`src/rtl/uart_alu_if.sv`:
```
// uart_alu_if: collects A, B and opcode bytes from the UART receiver, evaluates the ALU op and hands the result to the transmitter.
module uart_alu_if #(
  parameter int NB_DATA = 8,
  parameter int NB_OP   = 6
) (
  input  logic               i_clk,
  input  logic               i_rst,
  input  logic [NB_DATA-1:0] i_rx_data,
  input  logic               i_rx_valid,
  input  logic               i_tx_done,
  output logic [NB_DATA-1:0] o_tx_data,
  output logic               o_tx_start,
  output logic               o_busy,
  output logic               o_op_error
);
  typedef enum logic [1:0] {GET_A, GET_B, GET_OP, WAIT_TX} state_t;
  state_t state;
  logic [NB_DATA-1:0] a, b, res, sra, srl;
  logic [NB_OP-1:0] op;
  logic bad_op;
  // Shift amounts of NB_DATA or more saturate to a full sign fill or zero.
  assign op  = i_rx_data[NB_OP-1:0];
  assign sra = b >= NB_DATA'(NB_DATA) ? {NB_DATA{a[NB_DATA-1]}} : NB_DATA'($signed(a) >>> b);
  assign srl = b >= NB_DATA'(NB_DATA) ? '0 : a >> b;
  always_comb begin
    res    = '0;
    bad_op = 1'b0;
    case (op)
      6'b100000: res = a + b;
      6'b100010: res = a - b;
      6'b100100: res = a & b;
      6'b100101: res = a | b;
      6'b100110: res = a ^ b;
      6'b100111: res = ~(a | b);
      6'b000011: res = sra;
      6'b000010: res = srl;
      default:   bad_op = 1'b1;
    endcase
  end
  always_ff @(posedge i_clk) begin
    if (!i_rst) begin
      state      <= GET_A;
      a          <= '0;
      b          <= '0;
      o_tx_data  <= '0;
      o_tx_start <= 1'b0;
      o_busy     <= 1'b0;
      o_op_error <= 1'b0;
    end else begin
      o_tx_start <= 1'b0;
      case (state)
        GET_A: if (i_rx_valid) begin
          a          <= i_rx_data;
          o_op_error <= 1'b0;
          state      <= GET_B;
        end
        GET_B: if (i_rx_valid) begin
          b     <= i_rx_data;
          state <= GET_OP;
        end
        GET_OP: if (i_rx_valid) begin
          o_tx_data  <= res;
          o_op_error <= bad_op;
          o_tx_start <= 1'b1;
          o_busy     <= 1'b1;
          state      <= WAIT_TX;
        end
        WAIT_TX: if (i_tx_done) begin
          o_busy <= 1'b0;
          state  <= GET_A;
        end
        default: state <= GET_A;
      endcase
    end
  end
endmodule

```
`config.mk`:
```
export PLATFORM = sky130hd
export DESIGN_NAME = uart_alu_if
export DESIGN_NICKNAME = d
export VERILOG_FILES = /design/src/rtl/uart_alu_if.sv
export SDC_FILE = /design/constraint.sdc
export NUM_CORES = 1
export LEC_CHECK = 0
export CELL_PAD_IN_SITES_DETAIL_PLACEMENT = 0
export CELL_PAD_IN_SITES_GLOBAL_PLACEMENT = 1
export CORE_AREA = 2 2 87 89
export CTS_CLUSTER_DIAMETER = 120
export DETAILED_ROUTE_END_ITERATION = 8
export DIE_AREA = 0 0 89 91
export PLACE_DENSITY_LB_ADDON = 0.1
export RECOVER_POWER = 100
export SYNTH_ARGS = -nofsm -noshare
export SYNTH_HDL_FRONTEND = slang
export SYNTH_SLANG_ARGS = --single-unit
```
`constraint.sdc`:
```
create_clock -name i_clk -period 3.1 [get_ports i_clk]
set_input_delay 0.62 -clock i_clk [delete_from_list [all_inputs] [get_ports i_clk]]
set_output_delay 0.62 -clock i_clk [all_outputs]
set_load 0.005 [all_outputs]
```
Yosys cells after proc, flatten, opt, wreduce, memory -nomap -nowiden:

Cells that the tools add are included.

* add/subtract/negate cells: 2
* magnitude comparators: 1
* eq/ne operators: 15
* shifts and indexed selects: 2
* mux-type cells: 16
* bitwise logic cells: 4
* reductions and logical operators: 11

Operators with widths (number)
* $pmux W8 S8: 1
* $eq A6 B6 Y1 const B: 6
* $mux W8: 2
* $eq A6 B2 Y1 const B: 2
* $add A8 B8 Y8: 1
* $and A8 B8 Y8: 1
* $ge A8 B4 Y1 const B: 1
* $mux W2: 4
* $ne A2 B2 Y1 const B: 4
* $not A8 Y8: 1
* $or A8 B8 Y8: 1
* $pmux W2 S4: 1
* $reduce_and A2 Y1: 4
* $reduce_or A8 Y1: 1
* $shr A8 B8 Y8: 1
* $sshr A8 B8 Y8: 1
* $sub A8 B8 Y8: 1
* $xor A8 B8 Y8: 1
* $mux W1: 6
* $reduce_and A3 Y1: 2
* $eq A2 B2 Y1 const B: 2
* $pmux W1 S2: 2
* $reduce_and A4 Y1: 1
* $reduce_bool A2 Y1: 2
* 2 further kinds: 2

* flip-flop bits (word level): 29
* bits of input ports: 12
* output and inout port bits: 11
* logic and storage cells: 58

Longest topological paths before layout:

Gate-level depths: netlist of the first run.

* depth after elaboration: 5
* depth in mapped cells: 12
* gate-level depth less buffers: 11

Worst setup path after synthesis of the first run:

Ideal clock, no wire load.

* kind: input-to-reg
* from: input port i_rx_data[2]
* to: register o_tx_data[6]
* setup time: 122 ps
* arrival: 2931 ps
* data required time: 2978 ps
* setup slack: 47 ps
* stages on the path: 11
* path buffers: 1
* cells stage by stage: nor4b_1 -> and2_1 -> buf_2 -> mux2_2 -> fa_1 -> nor2b_1 -> o21a_1 -> nor2_1 -> o21ai_0 -> xor2_1 -> a221o_1

* cells in the longest elaborated chain, start to end: 2
* elaborated cells between the ends (all ways): 9
* those cells by class: 8 x eq/ne; 1 x mux

RTL lines
* start: declaration: line 8 `input logic [NB_DATA-1:0] i_rx_data,`
* $eq A6 B2 Y1 or $eq A6 B6 Y1 (tied branches): line 28 `case (op)`
* $pmux W8 S8 *: line 28
* end signal: assignment: line 62 `o_tx_data <= res;`
* end: declaration: line 11 `output logic [NB_DATA-1:0] o_tx_data,`

Every way passes the cells marked *; elsewhere a longest branch is shown, timed or not.
A chain may end at the register's enable or synchronous reset.

Final worst setup path of the first run:

* from: input port i_rx_data[1]
* to: register o_tx_data[6]

Same word-level chain as after synthesis.

==> results of run 1 <==
-- routing by layer --
metal / vias up / global-route usage / part of all wire
li1: 1329 / - / -
met1: 1256 / 0.298 / 0.47
met2: 71 / 0.331 / 0.46
met3: 14 / 0.0318 / 0.044
met4: 0 / 0.0721 / 0.023
met5: - / 0 / 0
-- cells in the final DEF (no fill, tap or decap), drive strengths merged, types with 6 or more instances in the layout --
master         count
a21boi            16
a21oi             11
buf               33
clkbuf             7
clkdlybuf4s50      6
dfxtp             29
dlygate4sd3       12
ha                28
inv               20
mux2               7
mux2i             11
nand2             52
nand3             12
nor2              16
nor2b              8
nor3              10
o21ai             23
xnor2             15
-- sequential cells by signal, summed over array words and instances (netlist names) --
name        count
o_tx_start      1
a               8
o_op_error      1
b               8
state           2
o_busy          1
o_tx_data       8
-- stage by stage --
| step | worst slack [ns] | util | instances |
|---|---|---|---|
| floorplan | 0.0468 | - | 349 |
| global placement | -0.454 | 0.456 | 482 |
| detailed placement | -0.498 | 0.456 | 482 |
| CTS | 0.000891 | 0.475 | 493 |
| global route | -0.00495 | 0.478 | 493 |
| finish | 0.150 | 0.478 | 493 |
-- repair_timing --
| action | 4_1_cts | 5_1_grt |
|---|---|---|
| cloned | 0 | 0 |
| setup endpoints to repair | 5 | 5 |
| setup buffers | 3 | 0 |
| gates resized for setup | 7 | 9 |
| pin swaps | 3 | 6 |
-- path summary, 6_finish.rpt --
check,start,endpoint
hold / removal,o_tx_data[2],o_tx_data[2]
setup reg to reg,b[0],o_tx_data[6]
setup / recovery,i_rx_data[1],o_tx_data[6]
hold reg to reg,o_tx_data[2],o_tx_data[2]
-- cell families after synthesis --
group	share of synthesized area
AO/OA/AOI/OAI	0.215
XOR/XNOR	0.0634
adder cells (fa/ha/maj)	0.134
buffers and inverters	0.0616
flip-flops	0.210
multiplexers	0.0928
AND/OR/NAND/NOR	0.223
-- worst register-to-register path, cell delays in order, from the launching register on --
cell,delay [ns]
dfxtp_1,0.33
clkinv_1,0.10
ha_1,0.31
mux2_4,0.29
fa_1,0.43
nor2b_2,0.16
o21a_1,0.14
nor2_2,0.05
o21ai_1,0.14
xor2_1,0.08
a221o_1,0.31
-- cell type report --
class,instances,area (sq um)
fillers,754,3720
multi-input cells,279,2050
flip-flops and latches,29,581
repair buffers,57,490
well taps,99,124
inverters,21,78.8
clock buffers,5,68.8
clock inverters,3,17.5
-- power breakdown --
| group | switching [mW] | total, mW | internal [mW] |
|---|---|---|---|
| combinational | 0.749 | 1.43 | 0.679 |
| clock | 0.160 | 0.314 | 0.155 |
| sequential | 0.0797 | 0.509 | 0.429 |
| total | 0.988 | 2.25 | 1.26 |
==> results.md, run 1 <==
* Outcome: finished, final reports clean
* Most frequent cell after synthesis: nand2_1
* Async SR Flop Fraction at 0
* Delay-heaviest family, CP: simple AND/OR/NAND/NOR gates
* Worst path cell trace: clkdlybuf4s50_1, nor2b_1, and2_4, buf_6, nor2_1, xnor2_1, ha_1, nor2b_2, o21a_1, nor2_2, o21ai_1, xor2_1, a221o_1
* Final Hold Viols at 0
* Total gr overflow at 0
* CTS root buf: clkbuf_8
* Register bit total from synthesis at 29
* Gr usage total at 0.213
* Post-synth top area share at 0.210
* Synthesized Nets at 390
* N_diodes at 0
* Core Box Area at 0.00714 sq mm
* Slowest-stage cell, CP: clkdlybuf4s50_1
* Post-Route WL at 8190 um
* Drt first pass iters at 5
* DP Area at 0.00326 sq mm
* Synth top cells by count: 52 x nand2_1, 29 x dfxtp_1, 28 x ha_1, 20 x inv_1, 16 x a21boi_0
* Reg-to-reg slack, setup at 0.68 ns
* Post-Syn Area at 0.00276 sq mm
* Final cycle utilization of the critical path at 0.952
* Hpwl dp at 6130 um
* Cell taking the most area after synthesis: dfxtp_1
* Clock insertion delay at the later pin of the skew report at 0.29 ns
* P&R area growth vs syn at 23.5%
* Max-cap violations at 0
* Max incr delay on CP at 0.47 ns
* CP bufs+invs at 2
* Final Total Pwr at 2.25 mW
* Post-synthesis average cell area at 7.92 sq um
* Syn Inst Count at 349
* Distinct cells, synth at 58
* Vias in the first global route at 2,644
* Total number of vias at 2,670
* Crit Path Category: in2reg
* Placer Congestion at 0.935
* Min cycle time layout at 2.95 ns
* Hold Crit Class: reg2reg
* Clk buf depth at 2
* Vert. Die Dim at 91 um
* Final setup fails at 0
* Worst path required time at 3.28 ns
* Initial antenna violation count at 0
* Initial Utilization at 0.387
* Post-synth EDFFs at 0
* Setup tns final at 0 ns
* CP Max Fanout at 6
* CTS tree: built
* Total leakage power at 1.42 nW
* Hold depth at 2
* Fraction of layout cells with a size suffix above 1 at 0.170
* Crit path depth at 13
* Yosys warnings at 0
* Total Nets Final at 434
* Post-CTS Hold Buffers at 0
* Power per cell area at 659 mW/mm^2
* Die extent in x at 89 um
* R2R cell count at 10
* Buffers on Ports at 22
* Initial drt markers at 248
* Critical Path End Type: flop
* Top_reg_cell synth: dfxtp_1
* Top cells by area, synth: dfxtp_1 21%, ha_1 13%, nand2_1 7.1%
* Worst-case clock skew at 0.00403 ns
* H-tree lvl count at 2
* Fin area at 0.00341 sq mm
* DRC at 0
* FP Rows at 31
* Startpoint Class: input port
* Max Fclk at 339 MHz
* Pin count of the biggest net entering global routing at 25
* Vias/cell at 5.42
* Die ar. at 0.00810 sq mm
* First-pass GRT wire length at 13,400 um
* Clock Pin Slew Worst Setup and Hold Paths at 0.07 ns
* Worst Tran Pin Value at 0.691 ns
* Top Ports at 23
* Routed WL per cell at 16.6 um
* CP arrival at 3.13 ns
* Final ANT Viol Nets at 0
* Final slew viol count at 0
* Clk sinks at 29
* Relative slew slack at 0.540
* Final hold slack at 0.442 ns
* Sequential fraction of the synthesis area at 0.210
* Worst vdd ir at 401 uV
* CTS Buf Count at 5
Power figures use the tool's default switching activity.
==> run 2: changes to the inputs <==
--- a/config.mk
+++ b/config.mk
@@ -9,6 +9,7 @@
 export CELL_PAD_IN_SITES_GLOBAL_PLACEMENT = 1
 export CORE_AREA = 2 2 87 89
 export CTS_CLUSTER_DIAMETER = 120
+export CTS_CLUSTER_SIZE = 8
 export DETAILED_ROUTE_END_ITERATION = 8
 export DIE_AREA = 0 0 89 91
 export PLACE_DENSITY_LB_ADDON = 0.1
==> results of run 2 <==
Final layout, timing and power as in run 1 (identical DEF).
